**src/rtl/johnson_pkg.sv**
```systemverilog
// Shared definitions for the Johnson-code decoder: FSM encoding, error
// counter sizing and code helpers. johnson_next() is also usable as a
// reference model by verification code.
package johnson_pkg;

  typedef enum logic {
    ST_UNLOCKED = 1'b0,
    ST_LOCKED   = 1'b1
  } dec_state_e;

  localparam int ERR_W = 8;
  localparam logic [ERR_W-1:0] ERR_MAX = 8'd255;

  // Helpers work on a fixed wide container; callers zero-extend their code
  // and pass the real width, then cast the result back down.
  localparam int CODE_MAX_W = 32;

  // Next code in counter order: {code[W-2:0], ~code[W-1]}.
  function automatic logic [CODE_MAX_W-1:0] johnson_next(
    input logic [CODE_MAX_W-1:0] code,
    input int                    width
  );
    logic [CODE_MAX_W-1:0] nxt;
    logic                  top;
    nxt = {CODE_MAX_W{1'b0}};
    top = 1'b0;
    for (int i = 0; i < CODE_MAX_W; i++) begin
      if (i == width - 1) begin
        top = code[i];
      end else begin
        top = top;
      end
    end
    for (int i = 1; i < CODE_MAX_W; i++) begin
      if (i < width) begin
        nxt[i] = code[i-1];
      end else begin
        nxt[i] = 1'b0;
      end
    end
    nxt[0] = ~top;
    return nxt;
  endfunction

  // True when the two words differ in exactly one bit position.
  function automatic logic one_bit_diff(
    input logic [CODE_MAX_W-1:0] a,
    input logic [CODE_MAX_W-1:0] b
  );
    return ($countones(a ^ b) == 32'd1);
  endfunction

endpackage

```
**src/rtl/johnson_classify.sv**
```systemverilog
// Combinational Johnson word classifier: decides whether a WIDTH-bit word is
// a legal Johnson code and, if so, its position in the counter sequence.
module johnson_classify
  import johnson_pkg::*;
#(
  parameter  int WIDTH = 4,
  localparam int IW    = $clog2(2*WIDTH)
) (
  input  logic [WIDTH-1:0] code,
  output logic             legal,
  output logic [IW-1:0]    idx
);

  logic [IW:0]      pc_s;
  logic [IW:0]      neg_idx_s;
  logic [WIDTH-1:0] lsb_mask_s;
  logic [WIDTH-1:0] msb_mask_s;
  logic             lsb_run_s;
  logic             msb_run_s;

  // Popcount, then compare against the only two legal shapes of that weight.
  always_comb begin
    pc_s       = {(IW+1){1'b0}};
    lsb_mask_s = {WIDTH{1'b0}};
    msb_mask_s = {WIDTH{1'b0}};
    for (int i = 0; i < WIDTH; i++) begin
      pc_s = pc_s + {{IW{1'b0}}, code[i]};
    end
    for (int i = 0; i < WIDTH; i++) begin
      lsb_mask_s[i] = ((IW+1)'(i) < pc_s);
      msb_mask_s[i] = (((IW+1)'(i) + pc_s) >= (IW+1)'(WIDTH));
    end
    lsb_run_s = (code == lsb_mask_s);
    // A top-aligned run must be nonzero and leave bit 0 clear; all-ones is
    // already covered by the bottom-aligned case.
    msb_run_s = (code == msb_mask_s) && (pc_s != {(IW+1){1'b0}}) && !code[0];
    neg_idx_s = (IW+1)'(2*WIDTH) - pc_s;
    if (lsb_run_s) begin
      legal = 1'b1;
      idx   = pc_s[IW-1:0];
    end else if (msb_run_s) begin
      legal = 1'b1;
      idx   = neg_idx_s[IW-1:0];
    end else begin
      legal = 1'b0;
      idx   = {IW{1'b0}};
    end
  end

endmodule

```
**src/rtl/johnson_decoder.sv**
```systemverilog
// Johnson-code receive decoder: decodes each valid sample to a state index,
// flags illegal words and out-of-sequence steps, tracks lock to the
// sequence and keeps a saturating error count. All outputs are registered.
// Optional single-bit correction while locked: define JOHNSON_DEC_CORRECT_EN.
module johnson_decoder
  import johnson_pkg::*;
#(
  parameter  int WIDTH    = 4,
  parameter  int LOCK_CNT = 3,
  localparam int IW       = $clog2(2*WIDTH)
) (
  input  logic             clk,
  input  logic             rst,
  input  logic             in_valid,
  input  logic [WIDTH-1:0] in_code,
  input  logic             err_clr,
  output logic [IW-1:0]    idx_out,
  output logic             idx_valid,
  output logic             illegal,
  output logic             seq_err,
  output logic             corrected,
  output logic             locked,
  output logic [ERR_W-1:0] err_count
);

  localparam int SW = $clog2(LOCK_CNT + 1);

  dec_state_e       state_r;
  logic [SW-1:0]    step_r;
  logic             prev_valid_r;
  logic [WIDTH-1:0] prev_code_r;

  logic             cls_legal_s;
  logic [IW-1:0]    cls_idx_s;
  logic [WIDTH-1:0] exp_code_s;
  logic             is_succ_s;
  logic             lock_hit_s;
  logic             fix_s;
  logic             err_event_s;
`ifdef JOHNSON_DEC_CORRECT_EN
  localparam logic [IW-1:0] LAST_IDX = IW'(2*WIDTH - 1);
  logic [IW-1:0]    exp_idx_s;
`endif

  johnson_classify #(.WIDTH(WIDTH)) u_classify (
    .code  (in_code),
    .legal (cls_legal_s),
    .idx   (cls_idx_s)
  );

  // Successor check in the code domain, lock threshold and error event.
  always_comb begin
    exp_code_s = WIDTH'(johnson_next({{(CODE_MAX_W-WIDTH){1'b0}}, prev_code_r}, WIDTH));
    is_succ_s  = prev_valid_r && cls_legal_s && (in_code == exp_code_s);
    lock_hit_s = (step_r >= SW'(LOCK_CNT - 1));
`ifdef JOHNSON_DEC_CORRECT_EN
    // idx_out always holds the last accepted index while prev_valid_r is set.
    if (idx_out == LAST_IDX) begin
      exp_idx_s = {IW{1'b0}};
    end else begin
      exp_idx_s = idx_out + IW'(1);
    end
    fix_s = in_valid && !cls_legal_s && (state_r == ST_LOCKED) && prev_valid_r &&
            one_bit_diff({{(CODE_MAX_W-WIDTH){1'b0}}, in_code},
                         {{(CODE_MAX_W-WIDTH){1'b0}}, exp_code_s});
`else
    fix_s = 1'b0;
`endif
    err_event_s = in_valid && !fix_s &&
                  (!cls_legal_s || ((state_r == ST_LOCKED) && !is_succ_s));
  end

  // Lock FSM, sequence tracking and registered decode outputs.
  always_ff @(posedge clk or negedge rst) begin
    if (!rst) begin
      state_r      <= ST_UNLOCKED;
      step_r       <= {SW{1'b0}};
      prev_valid_r <= 1'b0;
      prev_code_r  <= {WIDTH{1'b0}};
      idx_out      <= {IW{1'b0}};
      idx_valid    <= 1'b0;
      illegal      <= 1'b0;
      seq_err      <= 1'b0;
      corrected    <= 1'b0;
      locked       <= 1'b0;
    end else begin
      idx_valid <= 1'b0;
      illegal   <= 1'b0;
      seq_err   <= 1'b0;
      corrected <= 1'b0;
      if (in_valid) begin
        if (fix_s) begin
`ifdef JOHNSON_DEC_CORRECT_EN
          corrected   <= 1'b1;
          idx_valid   <= 1'b1;
          idx_out     <= exp_idx_s;
          prev_code_r <= exp_code_s;
`endif
        end else if (!cls_legal_s) begin
          illegal      <= 1'b1;
          state_r      <= ST_UNLOCKED;
          locked       <= 1'b0;
          step_r       <= {SW{1'b0}};
          prev_valid_r <= 1'b0;
        end else begin
          idx_valid    <= 1'b1;
          idx_out      <= cls_idx_s;
          prev_code_r  <= in_code;
          prev_valid_r <= 1'b1;
          case (state_r)
            ST_LOCKED: begin
              if (!is_succ_s) begin
                seq_err <= 1'b1;
                state_r <= ST_UNLOCKED;
                locked  <= 1'b0;
                step_r  <= {SW{1'b0}};
              end
            end
            ST_UNLOCKED: begin
              if (is_succ_s) begin
                if (lock_hit_s) begin
                  state_r <= ST_LOCKED;
                  locked  <= 1'b1;
                  step_r  <= SW'(LOCK_CNT);
                end else begin
                  step_r <= step_r + SW'(1);
                end
              end else begin
                step_r <= {SW{1'b0}};
              end
            end
            default: begin
              state_r <= ST_UNLOCKED;
              locked  <= 1'b0;
              step_r  <= {SW{1'b0}};
            end
          endcase
        end
      end
    end
  end

  // Saturating error counter; a clear coinciding with an error leaves 1.
  always_ff @(posedge clk or negedge rst) begin
    if (!rst) begin
      err_count <= {ERR_W{1'b0}};
    end else if (err_clr) begin
      err_count <= err_event_s ? 8'd1 : 8'd0;
    end else if (err_event_s && (err_count != ERR_MAX)) begin
      err_count <= err_count + 8'd1;
    end
  end

endmodule

```
**config.mk**
```make
export PLATFORM = sky130hd
export DESIGN_NAME = johnson_decoder
export DESIGN_NICKNAME = d
export VERILOG_FILES = /design/src/rtl/johnson_pkg.sv /design/src/rtl/johnson_classify.sv /design/src/rtl/johnson_decoder.sv
export SDC_FILE = /design/constraint.sdc
export NUM_CORES = 1
export LEC_CHECK = 0
export BUFFER_PORTS_ARGS = -buffer_cell sky130_fd_sc_hd__buf_2
export CORE_ASPECT_RATIO = 1.5
export CORE_MARGIN = 3
export CORE_UTILIZATION = 24
export DETAILED_ROUTE_END_ITERATION = 7
export PLACE_DENSITY = 0.42
export SETUP_SLACK_MARGIN = 0.3
export SKIP_CTS_REPAIR_TIMING = 1
export SLEW_MARGIN = 10
export SYNTH_ARGS = -nofsm -noshare
export SYNTH_HDL_FRONTEND = slang
export SYNTH_SLANG_ARGS = --single-unit
```
**constraint.sdc**
```tcl
create_clock -name clk -period 3.5 [get_ports clk]
set_input_delay 0.35 -clock clk [delete_from_list [all_inputs] [get_ports clk]]
set_output_delay 0.35 -clock clk [all_outputs]
set_load 0.02 [all_outputs]
```
# == Yosys cells after proc, flatten, opt, wreduce, memory -nomap -nowiden ==
# Index checks and enable logic that the tools add are counted.
# totals
ramBits,0
latch_bits,0
mem_bits_ro,0
mem_count,0
word_cells,83
register_bits,23
# op_classes
n_mul,0
n_eq_ne,7
div,0
mux,30
order_cmp,9
bitwise,2
reduce_logical,16
n_shift,0
add_sub_neg,9
# ops
op,n
two-way mux 1 bit,19
>= comparator 4 x 3 -> 1 bit (second input constant),4
two-way mux 8 bit,2
equality test 4 bit,3
inequality test 3 bit (second input constant),3
adder 2 x 4 -> 4 bit (first input constant),2
adder 4 x 1 -> 4 bit,2
adder 8 x 1 -> 8 bit (second input constant),1
< comparator 1 x 4 -> 1 bit (first input constant),2
< comparator 2 x 4 -> 1 bit (first input constant),2
two-way mux 2 bit,4
inequality test 8 bit (second input constant),1
logical AND 1 bit,7
two-way mux 3 bit,2
adder 1 x 4 -> 4 bit (first input constant),1
one-hot mux 1 bit (2 select lines),2
one-hot mux 2 bit (2 select lines),1
AND reduction 2 bit,2
AND reduction 4 bit,1
nonzero test 4 bit,1
logical NOT 1 bit,3
subtractor 1 x 3 -> 3 bit (first input constant),1
adder 1 x 1 -> 2 bit,1
adder 2 x 1 -> 2 bit (second input constant),1
other kinds (4),5

# == Depth between registers and ports, before layout ==
# Gate-level depths: netlist (run 1).
# logic_depth
ltp_word,19
mapped_depth,14
mapped_depth_nobuf,13

# == Modules after synthesis ==
# A second synthesis (run 1) with hierarchy kept.
# hier_totals
hier_cells,138
area_unflattened_um2,1407.6
# by_module_without_submodules
mod,cells_per_inst,area_per_inst_um2,n_inst,seq_area_each_um2
johnson_decoder,102,1111.1,1,575.6
johnson_classify,36,296.5,1,0.0

# == Least setup slack after synthesis (run 1) ==
# No wires, ideal clock.
# synth_path
kind,input port to flip-flop
start,in in_code[0]
end,reg err_count[5]
path_buffers,1
setup_slack_ns,0.567
cell_stages,14
setup_ns,0.127
t_arrival_ns,2.806
cell_sequence,ha_1 -> inv_1 -> fa_1 -> inv_1 -> ha_1 -> nor2b_1 -> ha_1 -> xor2_1 -> nand4_1 -> o21ai_4 -> a21oi_2 -> buf_6 -> nand4_1 -> mux2_1
# synth_via
elab_chain_len,18
# synth_rtl
item,line,rtl
from (decl),johnson_decoder.sv:15,"input logic [WIDTH-1:0] in_code,"
adder 1 x 1 -> 2 bit,johnson_classify.sv:27,"pc_s = pc_s + {{IW{1'b0}}, code[i]};"
adder 4 x 1 -> 4 bit (2 in series),johnson_classify.sv:27,
adder 1 x 4 -> 4 bit or adder 2 x 4 -> 4 bit (tied branches),johnson_classify.sv:31,msb_mask_s[i] = (((IW+1)'(i) + pc_s) >= (IW+1)'(WIDTH));
>= comparator 4 x 3 -> 1 bit,johnson_classify.sv:31,
equality test 4 bit,johnson_classify.sv:36,msb_run_s = (code == msb_mask_s) && (pc_s != {(IW+1){1'b0}}) && !code[0];
logical AND 1 bit (2 in series),johnson_classify.sv:36,
two-way mux 1 bit,johnson_classify.sv:41,end else if (msb_run_s) begin
two-way mux 1 bit,johnson_classify.sv:38,if (lsb_run_s) begin
logical AND 1 bit (2 in series),johnson_decoder.sv:54,is_succ_s = prev_valid_r && cls_legal_s && (in_code == exp_code_s);
logical NOT 1 bit,n/a,
logical AND 1 bit,johnson_decoder.sv:70,(!cls_legal_s || ((state_r == ST_LOCKED) && !is_succ_s));
logical OR 1 bit *,johnson_decoder.sv:70,
logical AND 1 bit *,johnson_decoder.sv:69,err_event_s = in_valid && !fix_s &&
logical AND 1 bit *,johnson_decoder.sv:149,end else if (err_event_s && (err_count != ERR_MAX)) begin
nonzero test 2 bit (no source line) *,n/a,
to (signal assigned),johnson_decoder.sv:146,err_count <= {ERR_W{1'b0}};
to (signal assigned),johnson_decoder.sv:148,err_count <= err_event_s ? 8'd1 : 8'd0;
to (signal assigned),johnson_decoder.sv:150,err_count <= err_count + 8'd1;
to (decl),johnson_decoder.sv:23,output logic [ERR_W-1:0] err_count
# Mark *: on every way between the ends. The rest lies on a longest branch, timed or not.
# A chain may end at the register's enable or synchronous reset.

# == Worst setup path after layout (run 1) ==
# layout_path
start,in in_code[1]
end,reg prev_code_r[1]
# layout_via
elab_chain_len,11
# layout_rtl
item,line,rtl
adder 1 x 1 -> 2 bit,johnson_classify.sv:27,
adder 4 x 1 -> 4 bit (2 in series),johnson_classify.sv:27,
adder 1 x 4 -> 4 bit or adder 2 x 4 -> 4 bit (tied branches),johnson_classify.sv:31,
>= comparator 4 x 3 -> 1 bit,johnson_classify.sv:31,
equality test 4 bit,johnson_classify.sv:36,
logical AND 1 bit (2 in series),johnson_classify.sv:36,
two-way mux 1 bit,johnson_classify.sv:41,
two-way mux 1 bit,johnson_classify.sv:38,
AND reduction 2 bit (no source line),n/a,
to (signal assigned),johnson_decoder.sv:79,prev_code_r <= {WIDTH{1'b0}};
to (signal assigned),johnson_decoder.sv:108,prev_code_r <= in_code;
to (decl),johnson_decoder.sv:31,logic [WIDTH-1:0] prev_code_r;
# Parallel ways exist; a longest one is shown, timed or not.

==> qor.txt, run 1 <==
Worst EP required -> 3.65 ns
Initial Util -> 25.7%
Iter 0 DRT Violations -> 27
Slew headroom -> 64.3%
Final Worst Setup Slack -> 0.508 ns
Die Area -> 0.00661 mm²
syn nets -> 152
Setup violations, final -> 0
All-Layer GR Usage -> 10.7%
antenna violations before repair -> 0
worst hold path type -> primary input to asynchronous set/reset pin
post-route setup TNS -> 0 ns
clock root buffer -> clkbuf_8
flops & latches, synth -> 23
Worst-path clk slew -> 0.08 ns
max cap viols -> 0
die width -> 67.4 µm
vias in the first global route -> 1142
first-pass GRT wire length -> 5440 µm
outcome -> finished, final reports clean
Die H -> 98.1 µm
worst skew pair latency -> 0.26 ns
total number of yosys warnings -> 0
final hold viol count -> 0
Avg WL per Cell -> 13.9 µm
Synth cell types -> 44
Tcrit/Tclk final -> 85.5%
fin area -> 0.00158 mm²
Highest Clock Rate -> 0.334 GHz
pin count of the biggest net entering global routing -> 24
Synth Instances -> 136
Hold Worst Slack -> 0.0648 ns
Post-Route WL -> 3150 µm
GPL Wtd Cong -> 0.761
Post-Syn Area per Cell -> 9.97 µm²
critical path peak fanout -> 13
vias -> 1047
Longest Clk Path Bufs -> 2
Pre-antenna DRT Iters -> 3
WS Path Type -> primary input to flop
DRC viols -> 0
Post-Syn Area -> 0.00136 mm²
Via density -> 4.63
CTS tree -> built
Ports -> 24
grt ovf -> 0
CP Launch Type -> primary input
share of the yosys chip area belonging to registers -> 42.4%
Pwr per Cell Area -> 488 mW/mm²
leak pwr -> 0.754 nW
pre-CTS setup slack -> 0.199 ns
CP Launch Point -> in_code[1]
Slew @ Worst Pin -> 0.536 ns
HPWL Detailed -> 2510 µm
share of layout cells above drive strength 1 -> 23.4%
Finished Layout Cells -> 226
diode count -> 0
placed cell count -> 222
Setup crit end kind -> flop
dpl cell area -> 0.00153 mm²
# rows -> 32
FILL cells -> 586
cts bufs inserted -> 3
worst path arrival time -> 3.15 ns
Synth-to-Final Area Change -> 16.1%
RSZ-0062 raised after global routing -> false
Slew Limit Fails -> 0
reg2reg start -> prev_code_r[1]$_DFFE_PN0P_
Total Power -> 768 µW
core box area -> 0.00529 mm²
Num Clock Sinks -> 23
Peak VDD IR -> 0.150 mV
port bufs -> 22
final core occ -> 29.8%
ANT nets after route -> 0
final-stage net count -> 175
clk_skew -> 0.00486 ns
H-tree depth -> 1
Final min period -> 2.99 ns
[placed cells by master, fill, tap and decap left out, types with 2 or more instances in the layout]
| master | Yosys | routed |
|---|---|---|
| dfrtp_1 | 23 | 23 |
| inv_1 | 12 | 12 |
| nor2_1 | 15 | 15 |
| nand3_1 | 4 | 4 |
| nor2b_1 | 3 | 3 |
| mux2i_1 | 2 | 2 |
| o21ai_0 | 8 | 8 |
| clkbuf_8 | 0 | 3 |
| xor2_1 | 5 | 5 |
| fa_1 | 2 | 2 |
| ha_1 | 6 | 6 |
| nand2_1 | 9 | 9 |
| a21oi_2 | 2 | 2 |
| nand2b_1 | 2 | 2 |
| a21oi_1 | 6 | 6 |
| buf_2 | 0 | 22 |
| nor3b_1 | 2 | 2 |
| nand4_1 | 2 | 2 |
| xnor2_1 | 4 | 4 |
[path summary, 6_finish.rpt]
kind	endpoint	slack, ns	cells past startpoint
min in group clk	step_r[1]$_DFFE_PN0P_	0.38	2
hold / removal	err_count[5]$_DFFE_PN0P_	0.06	1
max in group asynchronous	prev_code_r[3]$_DFFE_PN0P_	3.08	1
setup reg to reg	err_count[7]$_DFFE_PN0P_	1.53	6
hold reg to reg	idx_out[1]$_DFFE_PN0P_	0.50	2
setup / recovery	prev_code_r[1]$_DFFE_PN0P_	0.51	13
[per-layer routing]
metal | part of all wire, % | vias to the layer above | global-route usage [%]
met1 | 40 | 518 | 11.7
met5 | 0 | - | 0
met2 | 55 | 18 | 19.4
li1 | - | 507 | -
met4 | 1.2 | 0 | 4.06
met3 | 3.9 | 4 | 2.30
[state kept, by name (all words and copies together), names as in the netlist]
signal,flops
locked,1
illegal,1
idx_valid,1
state_r,1
step_r,2
prev_code_r,4
err_count,8
seq_err,1
prev_valid_r,1
idx_out,3
[critical path, stage by stage]
cell     delay [ns]
buf_2          0.14
ha_1           0.28
inv_1          0.04
fa_1           0.43
inv_1          0.11
ha_1           0.25
nor2b_1        0.13
ha_1           0.20
xor2_1         0.15
nand4_1        0.23
o21ai_4        0.20
nand2_1        0.28
mux2_2         0.34
[kinds of logic (layout without fill, tap and decap cells)]
group | count (synthesis) | after routing | share of synthesized area [%]
flip-flops | 23 | 23 | 42.4
buffers and inverters | 17 | 39 | 5.53
XOR/XNOR | 9 | 9 | 5.81
AND/OR/NAND/NOR | 43 | 43 | 15.4
adder cells (fa/ha/maj) | 8 | 8 | 8.49
AO/OA/AOI/OAI | 30 | 30 | 17.8
multiplexers | 5 | 5 | 4.24
other | 1 | 1 | 0.276
[power by group]
| group | switching [mW] | internal [mW] | leakage [nW] | total [mW] |
|---|---|---|---|---|
| logic | 0.160 | 0.0952 | 0.427 | 0.255 |
| registers | 0.0337 | 0.317 | 0.301 | 0.351 |
| clock network | 0.0825 | 0.0793 | 0.0255 | 0.162 |
| total | 0.276 | 0.492 | 0.754 | 0.768 |
[synthesized netlist by cell type]
master | instances | share of area (%)
o22ai_1 | 1 | 0.46
a211oi_2 | 1 | 0.92
mux2i_1 | 2 | 1.5
mux2_1 | 1 | 0.83
conb_1 | 1 | 0.28
o2111ai_2 | 1 | 1.1
nor3_1 | 1 | 0.37
o21ai_4 | 1 | 1.2
a22oi_1 | 1 | 0.55
a21oi_2 | 2 | 1.3
a21oi_1 | 6 | 2.2
nor2b_1 | 3 | 1.4
nor2_1 | 15 | 4.2
nor3b_1 | 2 | 1.1
fa_1 | 2 | 3.0
a21bo_1 | 1 | 0.74
inv_1 | 12 | 3.3
o31ai_1 | 1 | 0.55
a41oi_1 | 1 | 0.65
and3_1 | 1 | 0.46
ha_1 | 6 | 5.5
mux2_4 | 1 | 1.1
a41o_1 | 1 | 0.74
clkbuf_1 | 3 | 0.83
a31o_2 | 1 | 0.65
or2b_1 | 1 | 0.55
o21ai_0 | 8 | 3.0
xor2_1 | 5 | 3.2
mux2_2 | 1 | 0.83
nand4_1 | 2 | 0.92
a31o_1 | 1 | 0.65
nand3b_1 | 1 | 0.55
nand2_1 | 9 | 2.5
o41ai_4 | 1 | 2.0
a211oi_1 | 1 | 0.55
buf_6 | 1 | 0.83
and3_2 | 1 | 0.55
buf_4 | 1 | 0.55
o21a_1 | 1 | 0.55
nand2b_1 | 2 | 0.92
nand3_1 | 4 | 1.5
dfrtp_1 | 23 | 42
xnor2_1 | 4 | 2.6
nor4_1 | 1 | 0.46
[cell type report]
| type | instances | area [µm²] | share of cell area (%) |
|---|---|---|---|
| multi-input combinational | 96 | 706 | 44.8 |
| tap | 68 | 85.1 | 5.40 |
| clock buffer | 3 | 41.3 | 2.62 |
| timing repair buffer | 23 | 118 | 7.47 |
| clock inverter | 1 | 5.00 | 0.318 |
| sequential | 23 | 576 | 36.5 |
| inverter | 12 | 45.0 | 2.86 |
No activity file was read; power rests on OpenSTA's default activity.
==> inputs of run 2 (changes only) <==
--- a/config.mk
+++ b/config.mk
@@ -8,12 +8,13 @@
 export BUFFER_PORTS_ARGS = -buffer_cell sky130_fd_sc_hd__buf_2
 export CORE_ASPECT_RATIO = 1.5
 export CORE_MARGIN = 3
-export CORE_UTILIZATION = 24
+export CORE_UTILIZATION = 59
 export DETAILED_ROUTE_END_ITERATION = 7
-export PLACE_DENSITY = 0.42
+export PLACE_DENSITY = 0.85
 export SETUP_SLACK_MARGIN = 0.3
 export SKIP_CTS_REPAIR_TIMING = 1
 export SLEW_MARGIN = 10
 export SYNTH_ARGS = -nofsm -noshare
 export SYNTH_HDL_FRONTEND = slang
 export SYNTH_SLANG_ARGS = --single-unit
+export TNS_END_PERCENT = 20
==> qor.txt, run 2 (synthesis gave the netlist of run 1 again) <==
highest routed layer -> met4
switch share -> 36.6%
FILL cells -> 166
H-tree depth -> 1
Reg with most FFs -> err_count
grt ovf -> 0
Die Area -> 0.00292 mm²
outcome -> finished with violations
Setup crit end kind -> flop
CTS tree -> built
Num Clock Sinks -> 23
routed wl met3 -> 71 µm
final-stage net count -> 175
Peak VDD IR -> 0.260 mV
critical path, cell by cell -> buf_2, ha_1, inv_1, fa_1, inv_1, ha_1, nor2b_1, ha_1, xor2_1, nand4_1, o21ai_4, a21oi_2, and3_1, mux2_4
Setup violations, final -> 0
pre-CTS setup slack -> 0.149 ns
first-pass GRT wire length -> 4510 µm
DRC viols -> 0
cts bufs inserted -> 3
Ports -> 24
Pre-antenna DRT Iters -> 4
worst hold path type -> primary input to asynchronous set/reset pin
met2 routed WL -> 1350 µm
sw power -> 264 µW
die width -> 45.1 µm
port bufs -> 22
Post-Route WL -> 2610 µm
commonest non-fill, non-tap cell in the layout -> dfrtp_1
Iter 0 DRT Violations -> 12
crit-path max cell delay -> 0.43 ns
CP dominant cell by count -> ha_1
Via density -> 5.57
RSZ-0062 raised after global routing -> false
# rows -> 20
largest registers -> err_count (8), prev_code_r (4), idx_out (3)
fin area -> 0.00150 mm²
Total Power -> 721 µW
Worst EP required -> 3.71 ns
worst skew pair latency -> 0.31 ns
Int Pwr -> 457 µW
CP max-delay cell -> fa_1
ANT nets after route -> 0
dpl cell area -> 0.00147 mm²
Die H -> 64.7 µm
antenna violations before repair -> 0
max cap viols -> 0
clock root buffer -> clkbuf_4
Tcrit/Tclk final -> 86.7%
Synth-to-Final Area Change -> 10.4%
critical path peak fanout -> 8
Longest Clk Path Bufs -> 2
CP delay by family, top -> adder cells
flip-flop count of the largest register after layout -> 8
Final Worst Setup Slack -> 0.465 ns
WS Path Type -> primary input to flop
pin count of the biggest net entering global routing -> 24
leak pwr -> 0.743 nW
final hold viol count -> 23
All-Layer GR Usage -> 20.7%
Initial Util -> 64.5%
clk_skew -> 0.00261 ns
Worst-path clk slew -> 0.11 ns
Highest Clock Rate -> 0.330 GHz
Seq pwr share -> 48.7%
violated checks -> hold timing
Slew Limit Fails -> 0
Final min period -> 3.03 ns
diode count -> 0
share of layout cells above drive strength 1 -> 22.8%
core box area -> 0.00210 mm²
post-route setup TNS -> 0 ns
vias -> 1002
Avg WL per Cell -> 14.5 µm
worst path arrival time -> 3.24 ns
vias in the first global route -> 1072
Hold Worst Slack -> -0.0135 ns
Met1 Wirelength -> 1120 µm
combinational power share -> 34.9%
worst path bufs/invs -> 3
most frequent cells in the layout -> 23 x dfrtp_1, 22 x buf_2, 15 x nor2_1
HPWL Detailed -> 2080 µm
CP Launch Type -> primary input
clock share of power -> 16.4%
GPL Wtd Cong -> 0.889
Pwr per Cell Area -> 481 mW/mm²
run 2: area by class of cell:
cell class                 count  area, µm²  share of cell area, %
inverter                      12       45.0                   3.01
sequential                    23        576                   38.4
timing repair buffer          23        118                   7.85
tap                           22       27.5                   1.84
clock buffer                   4       26.3                   1.75
multi-input combinational     96        706                   47.1
run 2: through the flow:
step / hold slack (ns) / cells / utilization [%]
2_1_floorplan: 0.0544 / 136 / -
3_3_place_gp: 0.342 / 176 / 70.0
3_5_place_dp: 0.345 / 176 / 70.0
4_1_cts: -0.00582 / 180 / 71.3
5_1_grt: 0.0183 / 180 / 71.3
6_report: -0.0135 / 180 / 71.3
run 2: final timing paths:
check                                                 from                       end  slack, ns  cells after the start
worst max-delay path                            in_code[0]  err_count[7]$_DFFE_PN0P_       0.47                     14
worst min-delay path                                   rst  err_count[2]$_DFFE_PN0P_      -0.01                      1
worst max register to register  prev_code_r[1]$_DFFE_PN0P_  err_count[7]$_DFFE_PN0P_       1.46                      6
worst min register to register      idx_out[2]$_DFFE_PN0P_    idx_out[2]$_DFFE_PN0P_       0.51                      2
max in group asynchronous                              rst         illegal$_DFF_PN0_       3.18                      1
min in group clk                                  in_valid       state_r$_DFFE_PN0P_       0.30                      2
run 2: power by group through the flow:
stage	Sequential [mW]	Combinational [mW]	Clock (mW)
6_report	0.351	0.252	0.119
5_1_grt	0.359	0.281	0.135
4_1_cts	0.351	0.255	0.126
3_5_place_dp	0.357	0.254	0
3_3_place_gp	0.353	0.243	0
2_1_floorplan	0.381	0.155	0
run 2: layer usage:
| metal | global-route usage [%] | up-vias |
|---|---|---|
| met2 | 34.6 | 18 |
| met3 | 1.94 | 5 |
| li1 | - | 507 |
| met1 | 25.2 | 472 |
| met5 | 0 | - |
| met4 | 11.0 | 0 |
